===== src/rtl/div_sched_pkg.sv =====
// Shared types and constants for the clock-enable divider scheduler.
package div_sched_pkg;

    typedef enum logic [1:0] {
        IDLE = 2'd0,
        RUN  = 2'd1,
        PEND = 2'd2
    } state_t;

    localparam int unsigned DIV_MIN = 2;

endpackage


===== src/rtl/div_period_cnt.sv =====
// Period counter: counts 0..div-1 while running and wraps, held at zero when cleared.
module div_period_cnt
    import div_sched_pkg::*;
#(
    parameter int unsigned CNT_W = 8
) (
    input  logic             sys_clk,
    input  logic             sys_rst,
    input  logic             run,
    input  logic             clr,
    input  logic [CNT_W-1:0] div,
    output logic [CNT_W-1:0] cnt,
    output logic             last
);

    // div is always >= DIV_MIN, so div-1 cannot underflow
    assign last = (cnt == (div - CNT_W'(1)));

    always_ff @(posedge sys_clk) begin
        if (sys_rst || clr) begin
            cnt <= '0;
        end else if (run) begin
            cnt <= last ? '0 : (cnt + CNT_W'(1));
        end
    end

endmodule


===== src/rtl/div_sched_ctrl.sv =====
// Run-time controller for a programmable clock-enable divider; new ratios take
// effect only at period boundaries so no runt periods are produced.
module div_sched_ctrl
    import div_sched_pkg::*;
#(
    parameter int unsigned CNT_W   = 8,
    parameter int unsigned DEF_DIV = 5
) (
    input  logic             sys_clk,
    input  logic             sys_rst,
    input  logic             en,
    input  logic             cfg_valid,
    input  logic [CNT_W-1:0] cfg_div,
    output logic             cfg_ready,
    output logic             cfg_err,
    output logic             tick,
    output logic             phase_hi,
    output logic [CNT_W-1:0] cur_div,
    output logic             running
);

    localparam int unsigned HW = CNT_W + 1;

    state_t           state_q, state_d;
    logic [CNT_W-1:0] cur_div_q, cur_div_d;
    logic [CNT_W-1:0] pend_div_q, pend_div_d;
    logic             cfg_err_q, cfg_err_d;

    logic [CNT_W-1:0] cnt;
    logic             last;
    logic             hs;
    logic             cfg_bad;
    logic             cfg_good;
    logic [HW-1:0]    half_len;

    div_period_cnt #(
        .CNT_W (CNT_W)
    ) u_cnt (
        .sys_clk (sys_clk),
        .sys_rst (sys_rst),
        .run     (running),
        .clr     (state_q == IDLE),
        .div     (cur_div_q),
        .cnt     (cnt),
        .last    (last)
    );

    assign running   = (state_q != IDLE);
    assign cfg_ready = (state_q != PEND);
    assign hs        = cfg_valid & cfg_ready;
    assign cfg_bad   = (cfg_div < CNT_W'(DIV_MIN));
    assign cfg_good  = hs & ~cfg_bad;

    // ceil(N/2) computed one bit wider so N = 2^CNT_W-1 does not overflow
    assign half_len  = (HW'(cur_div_q) + HW'(1)) >> 1;

    assign tick      = running & last;
    assign phase_hi  = running & (HW'(cnt) < half_len);
    assign cur_div   = cur_div_q;
    assign cfg_err   = cfg_err_q;

    always_ff @(posedge sys_clk) begin
        if (sys_rst) begin
            state_q    <= IDLE;
            cur_div_q  <= CNT_W'(DEF_DIV);
            pend_div_q <= '0;
            cfg_err_q  <= 1'b0;
        end else begin
            state_q    <= state_d;
            cur_div_q  <= cur_div_d;
            pend_div_q <= pend_div_d;
            cfg_err_q  <= cfg_err_d;
        end
    end

    always_comb begin
        state_d    = state_q;
        cur_div_d  = cur_div_q;
        pend_div_d = pend_div_q;
        cfg_err_d  = hs & cfg_bad;

        unique case (state_q)
            IDLE: begin
                if (cfg_good) cur_div_d = cfg_div;
                if (en)       state_d   = RUN;
            end
            RUN: begin
                if (last) begin
                    // a ratio arriving on the boundary applies to the very next period
                    if (cfg_good) cur_div_d = cfg_div;
                    state_d = en ? RUN : IDLE;
                end else if (cfg_good) begin
                    pend_div_d = cfg_div;
                    state_d    = PEND;
                end
            end
            PEND: begin
                if (last) begin
                    cur_div_d = pend_div_q;
                    state_d   = en ? RUN : IDLE;
                end
            end
            default: state_d = IDLE;
        endcase
    end

endmodule


===== config.mk =====
export PLATFORM = sky130hd
export DESIGN_NAME = div_sched_ctrl
export DESIGN_NICKNAME = d
export VERILOG_FILES = /design/src/rtl/div_sched_pkg.sv /design/src/rtl/div_period_cnt.sv /design/src/rtl/div_sched_ctrl.sv
export SDC_FILE = /design/constraint.sdc
export NUM_CORES = 1
export LEC_CHECK = 0
export CAP_MARGIN = 10
export CELL_PAD_IN_SITES_DETAIL_PLACEMENT = 1
export CELL_PAD_IN_SITES_GLOBAL_PLACEMENT = 2
export CORE_MARGIN = 10
export CORE_UTILIZATION = 30
export CTS_CLUSTER_SIZE = 28
export DETAILED_ROUTE_END_ITERATION = 7
export PLACE_DENSITY = 0.81
export SYNTH_ARGS = -nofsm -noshare
export SYNTH_HDL_FRONTEND = slang
export SYNTH_HIERARCHICAL = 1
export SYNTH_SLANG_ARGS = --single-unit

===== constraint.sdc =====
create_clock -name sys_clk -period 2.7 [get_ports sys_clk]
set_input_delay 0.54 -clock sys_clk [delete_from_list [all_inputs] [get_ports sys_clk]]
set_output_delay 0.54 -clock sys_clk [all_outputs]
set_load 0.02 [all_outputs]

## After elaboration in Yosys (flattened, before gate mapping)

Cells that the tools add are included.

- Register bits after elaboration: 27
- Input port bits: 12
- Output and inout port bits: 13
- Logic and storage cells: 43

- Add/subtract/negate cells: 3
- Magnitude comparators: 2
- Eq/ne operators: 8
- Muxes and demuxes: 11
- Bitwise logic cells: 7
- Reductions and logical operators: 7

Operators by type and width:

| cell | number |
|---|---|
| $mux 8 | 4 |
| $pmux 8 s3 | 1 |
| $add 8x1->9 const B | 1 |
| $reduce_and 3->1 | 3 |
| $add 8x1->8 const B | 1 |
| $eq 8x8->1 | 1 |
| $lt 8x2->1 const B | 1 |
| $lt 8x8->1 | 1 |
| $mux 2 | 4 |
| $ne 2x2->1 const B | 4 |
| $sub 8x1->8 const B | 1 |
| $pmux 2 s3 | 1 |
| $and 1x1->1 | 5 |
| $ne 3x3->1 const B | 1 |
| $reduce_bool 3->1 | 1 |
| $eq 2x1->1 const B | 1 |
| $eq 2x2->1 const B | 1 |
| $logic_not 2->1 | 1 |
| $not 1->1 | 2 |
| $reduce_bool 2->1 | 1 |
| $logic_or 1x1->1 | 1 |
| $mux 1 | 1 |

## Logic depth before layout (Yosys ltp)

Gate-level depths: netlist of the first run.

- Depth in word-level cells: 6
- Depth in mapped cells: 10

## Hierarchy

The synthesis of the first run kept the hierarchy.

By module, submodules not included:

| module | times used | cells an instance | area each (sq um) |
|---|---|---|---|
| div_sched_ctrl | 1 | 132 | 1184.9 |
| div_period_cnt | 1 | 77 | 643.1 |

## Worst setup path after synthesis of the first run

Ideal clock, no wire load.

- Path kind: reg-to-output
- From: register cur_div_q[2], in the netlist cur_div[2]
- To: output port phase_hi
- Data arrival time: 2432 ps
- Data required time: 2160 ps
- Slack: -272 ps
- Stages on the path, launching flop included: 8
- Buffers on the path: 0
- Cell sequence: dfxtp_1 -> and4_1 -> nand4_1 -> xor2_1 -> ha_1 -> and3_1 -> a2111o_1 -> a31oi_1

- Cells in the longest elaborated chain, start to end: 3

RTL lines:

| what | RTL line | RTL |
|---|---|---|
| from (decl) | div_sched_ctrl.sv:25 | `logic [CNT_W-1:0] cur_div_q, cur_div_d;` |
| from (signal assigned) | div_sched_ctrl.sv:65 | `cur_div_q <= CNT_W'(DEF_DIV);` |
| from (signal assigned) | div_sched_ctrl.sv:70 | `cur_div_q <= cur_div_d;` |
| $add 8x1->9 | div_sched_ctrl.sv:55 | `assign half_len = (HW'(cur_div_q) + HW'(1)) >> 1;` |
| $lt 8x8->1 | div_sched_ctrl.sv:58 | `assign phase_hi = running & (HW'(cnt) < half_len);` |
| $and 1x1->1 | div_sched_ctrl.sv:58 |  |
| to (decl) | div_sched_ctrl.sv:17 | `output logic phase_hi,` |

Every way passes these cells.

## Worst setup path in the final report of the first run

- From: register cur_div_q[1], in the netlist cur_div[1]
- To: output port phase_hi

The elaborated chain is that of the path after synthesis.

==> impl_metrics.ini, run 1 <==
[run_status]
status = finished with violations
violations = negative setup slack

[global_routing]
grt_overflow = 0
grt_usage = 0.110
grt_pass1_wl_mm = 9.16
grt_max_degree = 24
antenna_found_initial = 0
grt_pass1_vias = 1910

[floorplanning]
coreArea_um2 = 5920
start_util = 0.309
dieHeight_um = 98.1
rows = 28
pin_count = 25
die_x_um = 98.1
dieArea_um2 = 9620

[sta]
relSlewSlack = 0.668
finalSetupViolCount = 3
fin_crit_sh = 1.06
grt_setup_unrepaired = yes
fin_crit_ps = 2870
final_hold_viol_count = 0
fmax_mhz = 349
finalWorstSetupSlack_ps = -168
worst_slew_pin_slew_ps = 496
finClkSkew_ps = 8.34
slew_violations = 0

[placement]
globalplace.congestion = 0.768
io_buffers = 24
dp_cells = 341
dp_hpwl_mm = 4.09
dp_slack_ps = -513

[detailed_routing]
wl_per_cell_um = 15.2
vias = 1682
dr.pass1.iters = 4
drc = 0
viasPerCell = 4.86
wirelength_mm = 5.26
drtAntennaViolNets = 0
dr.first_iter.drc_count = 29

[cells_and_area]
syn_to_final_growth_pct = 41.5
antenna_cells = 0
layout.nets = 294
utilization = 0.437
drive_above_1_share = 0.325
instances_no_fill = 346

[critical_path]
critPathLaunchType = flip-flop
worst_ep_arrival_time_ps = 2330
cp-end-kind = primary output
cp.required_ps = 2160
crit_type = reg2out
worstRegToRegCells = 10
cp_max_fo = 4

[clocking]
insertion_delay_ps = 270
cts_tree = yes
clockRootBuffer = clkbuf_8
htreeDepth = 1
cts_buffers = 3
clockBufferDepth = 2
clock-sinks = 27
holdBufCountCts = 0
clk_pin_slew_worst_paths_ps = 100

[pwr]
p_leak_nw = 1.03
max-vdd-ir-drop_mv = 0.194
cellPowerDensity_nw_per_um2 = 428

[yosys]
synth_area_um2 = 1830
synth_warnings = 6
synth_edf_count = 0
ys.flop_type = dfxtp_1
syn-num-nets = 231
ys_seq_elements = 27
async_reset_ff_frac = 0
synthCells = 209
ys_seq_area_frac = 0.296
ys_types = 47
avgSynthCellArea_um2 = 8.75

[min_path]
holdPathStages = 2
hold_path_class = reg2reg

[flow_run]
maxCapViolations = 0
-- state kept, by name, summed over array words and instances (netlist names) --
name        cells
state_q         2
u_cnt/cnt       8
cfg_err         1
pend_div_q      8
cur_div         8
-- metal layers --
layer / routed length [um] / GRT usage
met5: 0 / 0
met1: 2410 / 0.129
met3: 106 / 0.0183
met2: 2730 / 0.204
met4: 15 / 0.0168
-- per-stage QoR --
step	cell area [um2]	total power [mW]	TNS, ps	hold slack [ps]
after floorplan	1850	0.676	0	434
after global placement	2440	0.839	-2230	440
after detailed placement	2440	0.848	-2540	447
after CTS	2540	1.10	-788	460
after global routing	2590	1.17	-1150	491
final	2590	1.11	-307	458
-- logic make-up (layout without fill, tap and decap cells) --
kind of cell / count (synthesis) / in the layout / share of synthesized area
AOI/OAI and AO/OA: 31 / 31 / 0.128
xor gates and xnor gates: 23 / 23 / 0.110
adders and majority gates: 10 / 10 / 0.0684
buffers and inverters: 13 / 75 / 0.0370
DFF: 27 / 27 / 0.296
muxes: 17 / 17 / 0.0986
and+or+nand+nor: 88 / 88 / 0.262
-- area by class of cell --
| class | instances | area (um2) |
|---|---|---|
| repair buffers | 65 | 547 |
| multi-input cells | 169 | 1330 |
| flip-flops and latches | 27 | 553 |
| well taps | 75 | 93.8 |
| fillers | 701 | 3330 |
| inverters | 6 | 22.5 |
| clock buffers | 4 | 45.0 |
-- worst paths after layout --
check | from | end | slack, ps
max reg2reg | cur_div[2] | cur_div[3] | -30
max | cur_div[1] | phase_hi | -170
min | pend_div_q[4] | pend_div_q[4] | 460
min reg2reg | pend_div_q[4] | pend_div_q[4] | 460
-- cells in the final DEF (no fill, tap or decap), types with 6 or more instances in the layout --
cell type        netlist  layout
buf_4                  0      42
nor2_1                25      23
dfxtp_1               27      23
clkdlybuf4s50_1        0      22
nand2_1               17      17
xnor2_1               13      13
a21oi_1               14      12
xor2_1                10      10
nand3_1               11      10
mux2i_1                9       9
ha_1                  10       8
mux2_2                 8       7
nor2b_1                6       6
-- critical path, cell delays in order, from the launching register on --
cell      delay (ps)
dfxtp_4          390
and4_4           220
nand4_1          110
xor2_1           160
ha_1             310
and3_4           180
a2111o_1         400
a31oi_4          160
buf_6            140
-- cells in the mapped netlist (2+ instances only) --
cell / number / area (um2)
dfxtp_1: 27 / 541
nor2_1: 25 / 93.8
nand2_1: 17 / 63.8
a21oi_1: 14 / 70.1
xnor2_1: 13 / 114
nand3_1: 11 / 55.1
ha_1: 10 / 125
xor2_1: 10 / 87.6
mux2i_1: 9 / 90.1
mux2_2: 8 / 90.1
inv_1: 6 / 22.5
nor2b_1: 6 / 37.5
nand2b_1: 5 / 31.3
nand4_1: 5 / 31.3
clkbuf_1: 4 / 15.0
o21ai_0: 4 / 20.0
nor3b_1: 3 / 22.5
and2b_2: 2 / 17.5
nor3_1: 2 / 10.0
-- what timing repair did --
action / CTS / global route
endpoints found under the setup margin: 10 / 19
cloned: 0 / 0
hold endpoints to repair: 0 / 0
resized for setup: 21 / 12
setup buffers: 0 / 1
pin swaps: 11 / 9
-- power breakdown --
group          internal, mW  switching, mW
sequential            0.421         0.0238
clock                 0.106          0.129
combinational         0.214          0.213
Power figures use the tool's default switching activity.
==> run 2: changes to the inputs <==
- CTS_CLUSTER_SIZE: 28 -> unset
==> results of run 2 <==
Same layout as run 1: the final DEF is identical, and so are final timing and power.
